`src/rtl/key_loader.sv`:
```
// Serial key loader: shifts a key into a shadow register and commits it atomically.
// Optional even-parity check on the stream is enabled by KEY_LOADER_PARITY_EN.
module key_loader #(
  parameter int KEY_WIDTH = 3,
  parameter int CNT_W     = 4
) (
  input  logic                 clk,
  input  logic                 rst_n,
  input  logic                 clear,
  input  logic                 load_start,
  input  logic                 key_bit_in,
  input  logic                 key_bit_valid,
  output logic                 key_bit_ready,
  output logic [KEY_WIDTH-1:0] key_out,
  output logic                 key_valid,
  output logic                 busy,
  output logic                 error
);

  typedef enum logic [2:0] {
    S_IDLE,
    S_SHIFT,
    S_PARITY,
    S_COMMIT,
    S_ARMED
  } state_t;

  state_t               r_state;
  state_t               w_state_nxt;
  logic [KEY_WIDTH-1:0] r_shadow;
  logic [KEY_WIDTH-1:0] w_shadow_nxt;
  logic [KEY_WIDTH-1:0] r_key;
  logic [KEY_WIDTH-1:0] w_key_nxt;
  logic [CNT_W-1:0]     r_count;
  logic [CNT_W-1:0]     w_count_nxt;
  logic                 r_valid;
  logic                 w_valid_nxt;
  logic                 w_xfer;
  logic                 w_last;
`ifdef KEY_LOADER_PARITY_EN
  logic                 r_err;
  logic                 w_err_nxt;
`endif

  assign key_bit_ready = (r_state == S_SHIFT) || (r_state == S_PARITY);
  assign busy          = key_bit_ready || (r_state == S_COMMIT);
  assign w_xfer        = key_bit_valid & key_bit_ready;
  assign w_last        = (r_count == CNT_W'(KEY_WIDTH - 1));
  assign key_out       = r_key;
  assign key_valid     = r_valid;
`ifdef KEY_LOADER_PARITY_EN
  assign error         = r_err;
`else
  assign error         = 1'b0;
`endif

  always_comb begin
    w_state_nxt  = r_state;
    w_shadow_nxt = r_shadow;
    w_key_nxt    = r_key;
    w_count_nxt  = r_count;
    w_valid_nxt  = r_valid;
`ifdef KEY_LOADER_PARITY_EN
    w_err_nxt    = r_err;
`endif
    if (clear) begin
      w_state_nxt  = S_IDLE;
      w_shadow_nxt = '0;
      w_key_nxt    = '0;
      w_count_nxt  = '0;
      w_valid_nxt  = 1'b0;
`ifdef KEY_LOADER_PARITY_EN
      w_err_nxt    = 1'b0;
`endif
    end else begin
      case (r_state)
        S_IDLE, S_ARMED: begin
          if (load_start) begin
            // key_out keeps the old key; only the valid flag drops
            w_state_nxt  = S_SHIFT;
            w_shadow_nxt = '0;
            w_count_nxt  = '0;
            w_valid_nxt  = 1'b0;
`ifdef KEY_LOADER_PARITY_EN
            w_err_nxt    = 1'b0;
`endif
          end
        end
        S_SHIFT: begin
          if (w_xfer) begin
            for (int i = 0; i < KEY_WIDTH; i++) begin
              if (r_count == CNT_W'(i)) w_shadow_nxt[i] = key_bit_in;
            end
            w_count_nxt = r_count + CNT_W'(1);
            if (w_last) begin
`ifdef KEY_LOADER_PARITY_EN
              w_state_nxt = S_PARITY;
`else
              w_state_nxt = S_COMMIT;
`endif
            end
          end
        end
        S_PARITY: begin
`ifdef KEY_LOADER_PARITY_EN
          if (w_xfer) begin
            if ((^r_shadow) ^ key_bit_in) begin
              w_state_nxt = S_IDLE;
              w_err_nxt   = 1'b1;
            end else begin
              w_state_nxt = S_COMMIT;
            end
          end
`else
          w_state_nxt = S_IDLE;
`endif
        end
        S_COMMIT: begin
          w_key_nxt   = r_shadow;
          w_valid_nxt = 1'b1;
          w_state_nxt = S_ARMED;
        end
        default: w_state_nxt = S_IDLE;
      endcase
    end
  end

  always_ff @(posedge clk or negedge rst_n) begin
    if (!rst_n) begin
      r_state  <= S_IDLE;
      r_shadow <= '0;
      r_key    <= '0;
      r_count  <= '0;
      r_valid  <= 1'b0;
    end else begin
      r_state  <= w_state_nxt;
      r_shadow <= w_shadow_nxt;
      r_key    <= w_key_nxt;
      r_count  <= w_count_nxt;
      r_valid  <= w_valid_nxt;
    end
  end

`ifdef KEY_LOADER_PARITY_EN
  always_ff @(posedge clk or negedge rst_n) begin
    if (!rst_n) r_err <= 1'b0;
    else        r_err <= w_err_nxt;
  end
`endif

endmodule
```
`config.mk`:
```
export PLATFORM = sky130hd
export DESIGN_NAME = key_loader
export DESIGN_NICKNAME = d
export VERILOG_FILES = /design/src/rtl/key_loader.sv
export SDC_FILE = /design/constraint.sdc
export NUM_CORES = 1
export LEC_CHECK = 0
export ABC_CLOCK_PERIOD_IN_PS = 1800
export BUFFER_PORTS_ARGS = -buffer_cell sky130_fd_sc_hd__buf_2
export CAP_MARGIN = 20
export CORE_AREA = 5 5 46 48
export DETAILED_ROUTE_END_ITERATION = 12
export DIE_AREA = 0 0 51 53
export GPL_ROUTABILITY_DRIVEN = 1
export PLACE_DENSITY = 0.74
export RECOVER_POWER = 25
export SLEW_MARGIN = 20
export SYNTH_ARGS = -nofsm -noshare
export SYNTH_HDL_FRONTEND = slang
export SYNTH_SLANG_ARGS = --single-unit
```
`constraint.sdc`:
```
create_clock -name clk -period 1.8 [get_ports clk]
set_input_delay 0.09 -clock clk [delete_from_list [all_inputs] [get_ports clk]]
set_output_delay 0.09 -clock clk [all_outputs]
set_load 0.1 [all_outputs]
```
==> results.cfg, run 1 <==
[setup_path]
startpoint = r_state[1]$_DFFE_PN0P_
crit_path_max_incr_delay_ns = 0.52
r2r_end = r_shadow[2]$_DFFE_PN0P_
rrSetupSlack_ns = 0.36
worstRegToRegCells = 5
crit_path_top_delay_cell = dfrtp_1
required_ns = 1.71
crit_path_start_kind = flip-flop
worst-path-max-fanout = 10
worstPathArrival_ns = 1.50
cp-end-kind = primary output
r2r_start = r_count[0]$_DFFE_PN0P_
path_cells = xnor2_1, nor2_2, buf_2
crit_end = key_bit_ready
critical_path_class = reg -> out

[timing]
setup_viol = 0
tns_ns = 0
hold_ws_ns = 0.0518
tightest_slew_ns = 0.754
fmax_mhz = 630
max_slew_margin = 0.497
maxSlewViolCount = 0
min_period_ns = 1.59
finalHoldViolations = 0
rsz0062_at_grt = no
fin_crit_sh = 0.881
finClkSkew_ns = 0.00326

[flow_run]
max_cap_viol_count = 0

[detailed_routing]
wl_per_cell_um = 14.8
drtIter0Drc = 8
via_per_inst = 5.75
drt_first_pass_iters = 4
ant_nets = 0
routed_wl_um = 1560
drc = 0
num_vias = 604

[global_routing]
track_usage = 0.137
grt_pass1_wl_um = 2700
grt_pass1_vias = 593
gr-total-overflow = 0
antenna_found_initial = 0
grt_max_degree = 15

[cts]
post_cts_resize_count = 0
clock_latency_ns = 0.28
cts_tree = built
clockBufferDepth = 2
cts.htree.levels = 1
cts-root-buf = clkbuf_4
clkTransAtPathRegs_ns = 0.08
clock_sinks = 14
cts_inserted_buffers = 3

[logic_synthesis]
synth_cell_types = 32
ys_warn_count = 0
synth-edff-count = 0
synth_cells = 77
synth_top_area_frac = 0.419
ys_ff_latch = 14
ys_seq_area_frac = 0.419
synth_most_common_cell = dfrtp_1
synth_area_per_cell_um2 = 10.9
ys_top_cells_by_area = dfrtp_1 42%, mux2i_1 9.6%, ha_1 6.0%, nor2_1 3.1%, buf_4 2.7%
synth_area_um2 = 837
synth_area_leader_cell = dfrtp_1
synth_ff_type = dfrtp_1
synthTopCellsByCount = 14 x dfrtp_1, 8 x mux2i_1, 7 x nor2_1
ys_async_sr_fraction = 1.00
synth_nets = 87

[layout]
layout-area-overhead-vs-synth_pct = 10.6
instances_no_fill = 105
final_nets = 99
antenna_cells = 0
fill_cells = 142
layout-drive-gt1-share = 0.261
stdcell_area_um2 = 926

[place]
dpl.hpwl_um = 1140
gp_congestion = 0.830
dpl_cell_area_um2 = 881
io_buffers = 11
dpl.cell_count = 100

[pwr]
peakVddDrop_uv = 400
p_per_area_nw_per_um2 = 716
power.leakage_nw = 0.473

[outcome]
status = finished, final reports clean

[floorplan]
fp-row-count = 15
die_x_um = 51
start_util = 0.501
core_area_um2 = 1670
dieArea_um2 = 2700
io_pins = 13
die_y_um = 53

[worst_hold_path]
hold_class = in -> reg
-- worst min-delay path by stage --
stage / start / endpoint / depth (start not counted)
5_1_grt: key_bit_in / r_shadow[2]$_DFFE_PN0P_ / 2
4_1_cts: key_bit_in / r_shadow[2]$_DFFE_PN0P_ / 2
6_report: key_bit_in / r_shadow[2]$_DFFE_PN0P_ / 2
2_1_floorplan: rst_n / key_out[0]$_DFFE_PN0P_ / 0
3_5_place_dp: rst_n / r_count[3]$_DFFE_PN0P_ / 1
3_3_place_gp: rst_n / r_count[3]$_DFFE_PN0P_ / 1
-- cell usage in the layout (no fill, tap or decap), types with 2 or more instances in the layout --
| cell | n |
|---|---|
| nand2b_1 | 2 |
| mux2i_1 | 8 |
| inv_1 | 3 |
| a21oi_1 | 2 |
| nand2_1 | 3 |
| or3_1 | 2 |
| dfrtp_1 | 14 |
| nand3b_1 | 2 |
| clkbuf_4 | 3 |
| nor2_1 | 5 |
| nand3_1 | 4 |
| ha_1 | 4 |
| nor2b_1 | 2 |
| buf_2 | 10 |
| nor2_2 | 2 |
| o211ai_1 | 2 |
| a22o_1 | 2 |
-- layout make-up --
class                   count  area (um2)  share of cell area
well taps                  17        21.3              0.0230
repair buffers             12        63.8              0.0689
clock buffers               4        36.3              0.0392
multi-input cells          55         443               0.478
inverters                   3        11.3              0.0122
flip-flops and latches     14         350               0.378
-- registers in the layout, indices dropped and copies added (netlist names) --
name,flops
key_valid,1
key_out,3
r_count,4
r_state,3
r_shadow,3
-- critical path: cells and delay by family, from the launching register on --
family,cells,cell delay (ns)
flops,1,0.52
buf+inv,1,0.42
xor+xnor,1,0.20
simple gates,1,0.08
-- logic make-up (layout without fill, tap and decap cells) --
family / count (synthesis) / count (layout) / synth area share
xor gates and xnor gates: 1 / 1 / 0.0105
AOI/OAI and AO/OA: 12 / 12 / 0.114
muxes: 8 / 8 / 0.0957
buffers and inverters: 8 / 19 / 0.0583
other: 1 / 1 / 0.00448
adders and majority gates: 4 / 4 / 0.0598
DFF: 14 / 14 / 0.419
and+or+nand+nor: 29 / 29 / 0.239
-- stage by stage --
| stage | power (mW) | worst slack (ns) | utilization |
|---|---|---|---|
| after detailed placement | 0.448 | 0.347 | 0.527 |
| after global routing | 0.699 | 0.129 | 0.554 |
| after global placement | 0.446 | 0.357 | 0.527 |
| after floorplan | 0.425 | 0.279 | - |
| final | 0.663 | 0.214 | 0.554 |
| after CTS | 0.671 | 0.200 | 0.555 |
-- repair_timing --
action                                  in CTS  in global routing
hold endpoints to repair                    14                  0
endpoints found under the setup margin       0                  0
setup buffers                                0                  0
hold buffers                                 1                  0
-- per-layer routing --
metal	vias up	routed length, um	GRT usage
met5	-	0	0
met4	0	33	0.0807
met3	5	61	0.0225
met1	293	692	0.164
li1	296	-	-
met2	10	768	0.230
-- where the power goes --
part           internal, mW  total [mW]  switching [mW]
clock network         0.123       0.222          0.0986
logic                0.0360       0.114          0.0785
registers             0.318       0.327         0.00877
No activity file was read; power rests on OpenSTA's default activity.
==> inputs of run 2 (changes only) <==
ABC_CLOCK_PERIOD_IN_PS = 2000   (was 1800)
CELL_PAD_IN_SITES_DETAIL_PLACEMENT = 0   (was default)
CELL_PAD_IN_SITES_GLOBAL_PLACEMENT = 1   (was default)
CORE_AREA = 5 5 50 52   (was 5 5 46 48)
DIE_AREA = 0 0 55 57   (was 0 0 51 53)
PLACE_DENSITY = 0.77   (was 0.74)
clock period = 2 ns   (was 1.8 ns; I/O delays follow)
==> run 2 against run 1 <==
Compared with the run above: worst setup slack gained 0.16 ns; wire length grew 2.3%; sequential power shrank 9.8%; final cell count grew 10%; first-iteration DRC count grew to 2.5 times the previous value; count of clock-buffer cells in the layout is the same; clock skew shrank 0.00094 ns; register-to-register slack gained 0.17 ns; power shrank 8.1%; sequential share of layout area shrank 0.35 points; worst hold slack is essentially flat; critical endpoint unchanged; highest routed layer unchanged.
==> results.cfg, run 2 (synthesized netlist as in run 1, its figures left out) <==
[outcome]
status = finished, final reports clean

[setup_path]
worstPathArrival_ns = 1.53
worst-path-max-fanout = 10
critical_path_class = reg -> out
crit_path_top_delay_cell = dfrtp_1
crit_path_start_kind = flip-flop
required_ns = 1.90
crit_path_max_incr_delay_ns = 0.53
cp-end-kind = primary output
path_cells = xnor2_1, nor2_1, buf_2

[detailed_routing]
drc = 0
routed_wl_um = 1590
drtIter0Drc = 20
via_per_inst = 5.06
dr_wl_met2_um = 683
ant_nets = 0
wl_per_cell_um = 13.7
routedLengthMet1_um = 804
route.met3.wl_um = 56
num_vias = 587
drt_first_pass_iters = 4
routed.top_layer = met4

[timing]
min_period_ns = 1.63
finalHoldViolations = 0
finClkSkew_ns = 0.00232
max_slew_margin = 0.489
tightest_slew_ns = 0.766
fmax_mhz = 615
maxSlewViolCount = 0
setup_viol = 0
rsz0062_at_grt = no
fin_crit_sh = 0.813
tns_ns = 0

[layout]
multi_input_area_um2 = 438
final_common_cell = dfrtp_1
layout_common_cells = 14 x dfrtp_1, 10 x buf_2, 8 x mux2i_1, 7 x nor2_1
layout-drive-gt1-share = 0.239
seqCellArea_um2 = 350
antenna_cells = 0
fill_cells = 214
layout-area-overhead-vs-synth_pct = 11.7
final_nets = 99
largest_reg_flops = 4
regMostFlops = r_count

[floorplan]
core_area_um2 = 2060
die_y_um = 57
io_pins = 13
die_x_um = 55
start_util = 0.406
fp-row-count = 17
dieArea_um2 = 3140

[global_routing]
grt_pass1_wl_um = 2780
grt_pass1_vias = 616
gr-total-overflow = 0
grt_max_degree = 15
antenna_found_initial = 0
track_usage = 0.120

[cts]
clockBufferDepth = 2
clock_latency_ns = 0.29
post_cts_buffers = 0
clkTransAtPathRegs_ns = 0.09
clock_sinks = 14
cts.htree.levels = 1
holdBufCountCts = 1
cts_tree = built
post_cts_resize_count = 0
cts-root-buf = clkbuf_4
cts_inserted_buffers = 3

[pwr]
peakVddDrop_uv = 319
total_power_mw = 0.610
power.leakage_nw = 0.473
p_per_area_nw_per_um2 = 652

[flow_run]
max_cap_viol_count = 0

[place]
dpl.hpwl_um = 1120
io_buffers = 11
gp_congestion = 0.835

[worst_hold_path]
hold_class = in -> reg
## run 2: changes by cell type in the layout (fill, tap and decap cells not counted)
| cell | delta |
|---|---|
| nor2_2 | -2 |
| nor2_1 | +2 |
## run 2: routing by layer
layer / vias to the layer above / GRT usage
met1: 277 / 0.180
met4: 0 / 0.0729
li1: 295 / -
met2: 10 / 0.152
met3: 5 / 0.0261
met5: - / 0
## run 2: worst max-delay path: cells and delay by family (launching register included)
| family | cells | cell delay, ns |
|---|---|---|
| flops | 1 | 0.53 |
| buf+inv | 1 | 0.43 |
| xor+xnor | 1 | 0.19 |
| simple gates | 1 | 0.09 |
## run 2: final timing paths
kind / from / endpoint / slack [ns] / cells past startpoint
max: r_state[1]$_DFFE_PN0P_ / key_bit_ready / 0.37 / 3
min: key_bit_in / r_shadow[2]$_DFFE_PN0P_ / 0.05 / 2
max reg2reg: r_state[1]$_DFFE_PN0P_ / r_count[3]$_DFFE_PN0P_ / 0.53 / 3
min reg2reg: key_out[1]$_DFFE_PN0P_ / key_out[1]$_DFFE_PN0P_ / 0.53 / 2
max in group asynchronous: rst_n / r_shadow[2]$_DFFE_PN0P_ / 1.14 / 2
min in group asynchronous: rst_n / r_shadow[1]$_DFFE_PN0P_ / 0.39 / 2
## run 2: power breakdown
| part | internal, mW | leakage, nW | switching [mW] |
|---|---|---|---|
| logic | 0.0320 | 0.258 | 0.0708 |
| clock network | 0.111 | 0.0210 | 0.101 |
| registers | 0.287 | 0.194 | 0.00816 |
## run 2: through the flow
step	area (um2)	utilization	hold slack (ns)	setup WS, ns	instances
after global routing	935	0.453	0.0434	0.267	116
after CTS	936	0.454	0.0516	0.377	116
after detailed placement	890	0.431	0.0140	0.542	111
after floorplan	837	-	-0.196	0.00956	77
after global placement	890	0.431	0.0129	0.543	111
final	935	0.453	0.0516	0.375	116
## run 2: layout make-up
class	instances	share of cell area
inverter	3	0.0120
multi-input combinational	55	0.469
timing repair buffer	12	0.0683
clock buffer	4	0.0388
sequential	14	0.375
tap	28	0.0375
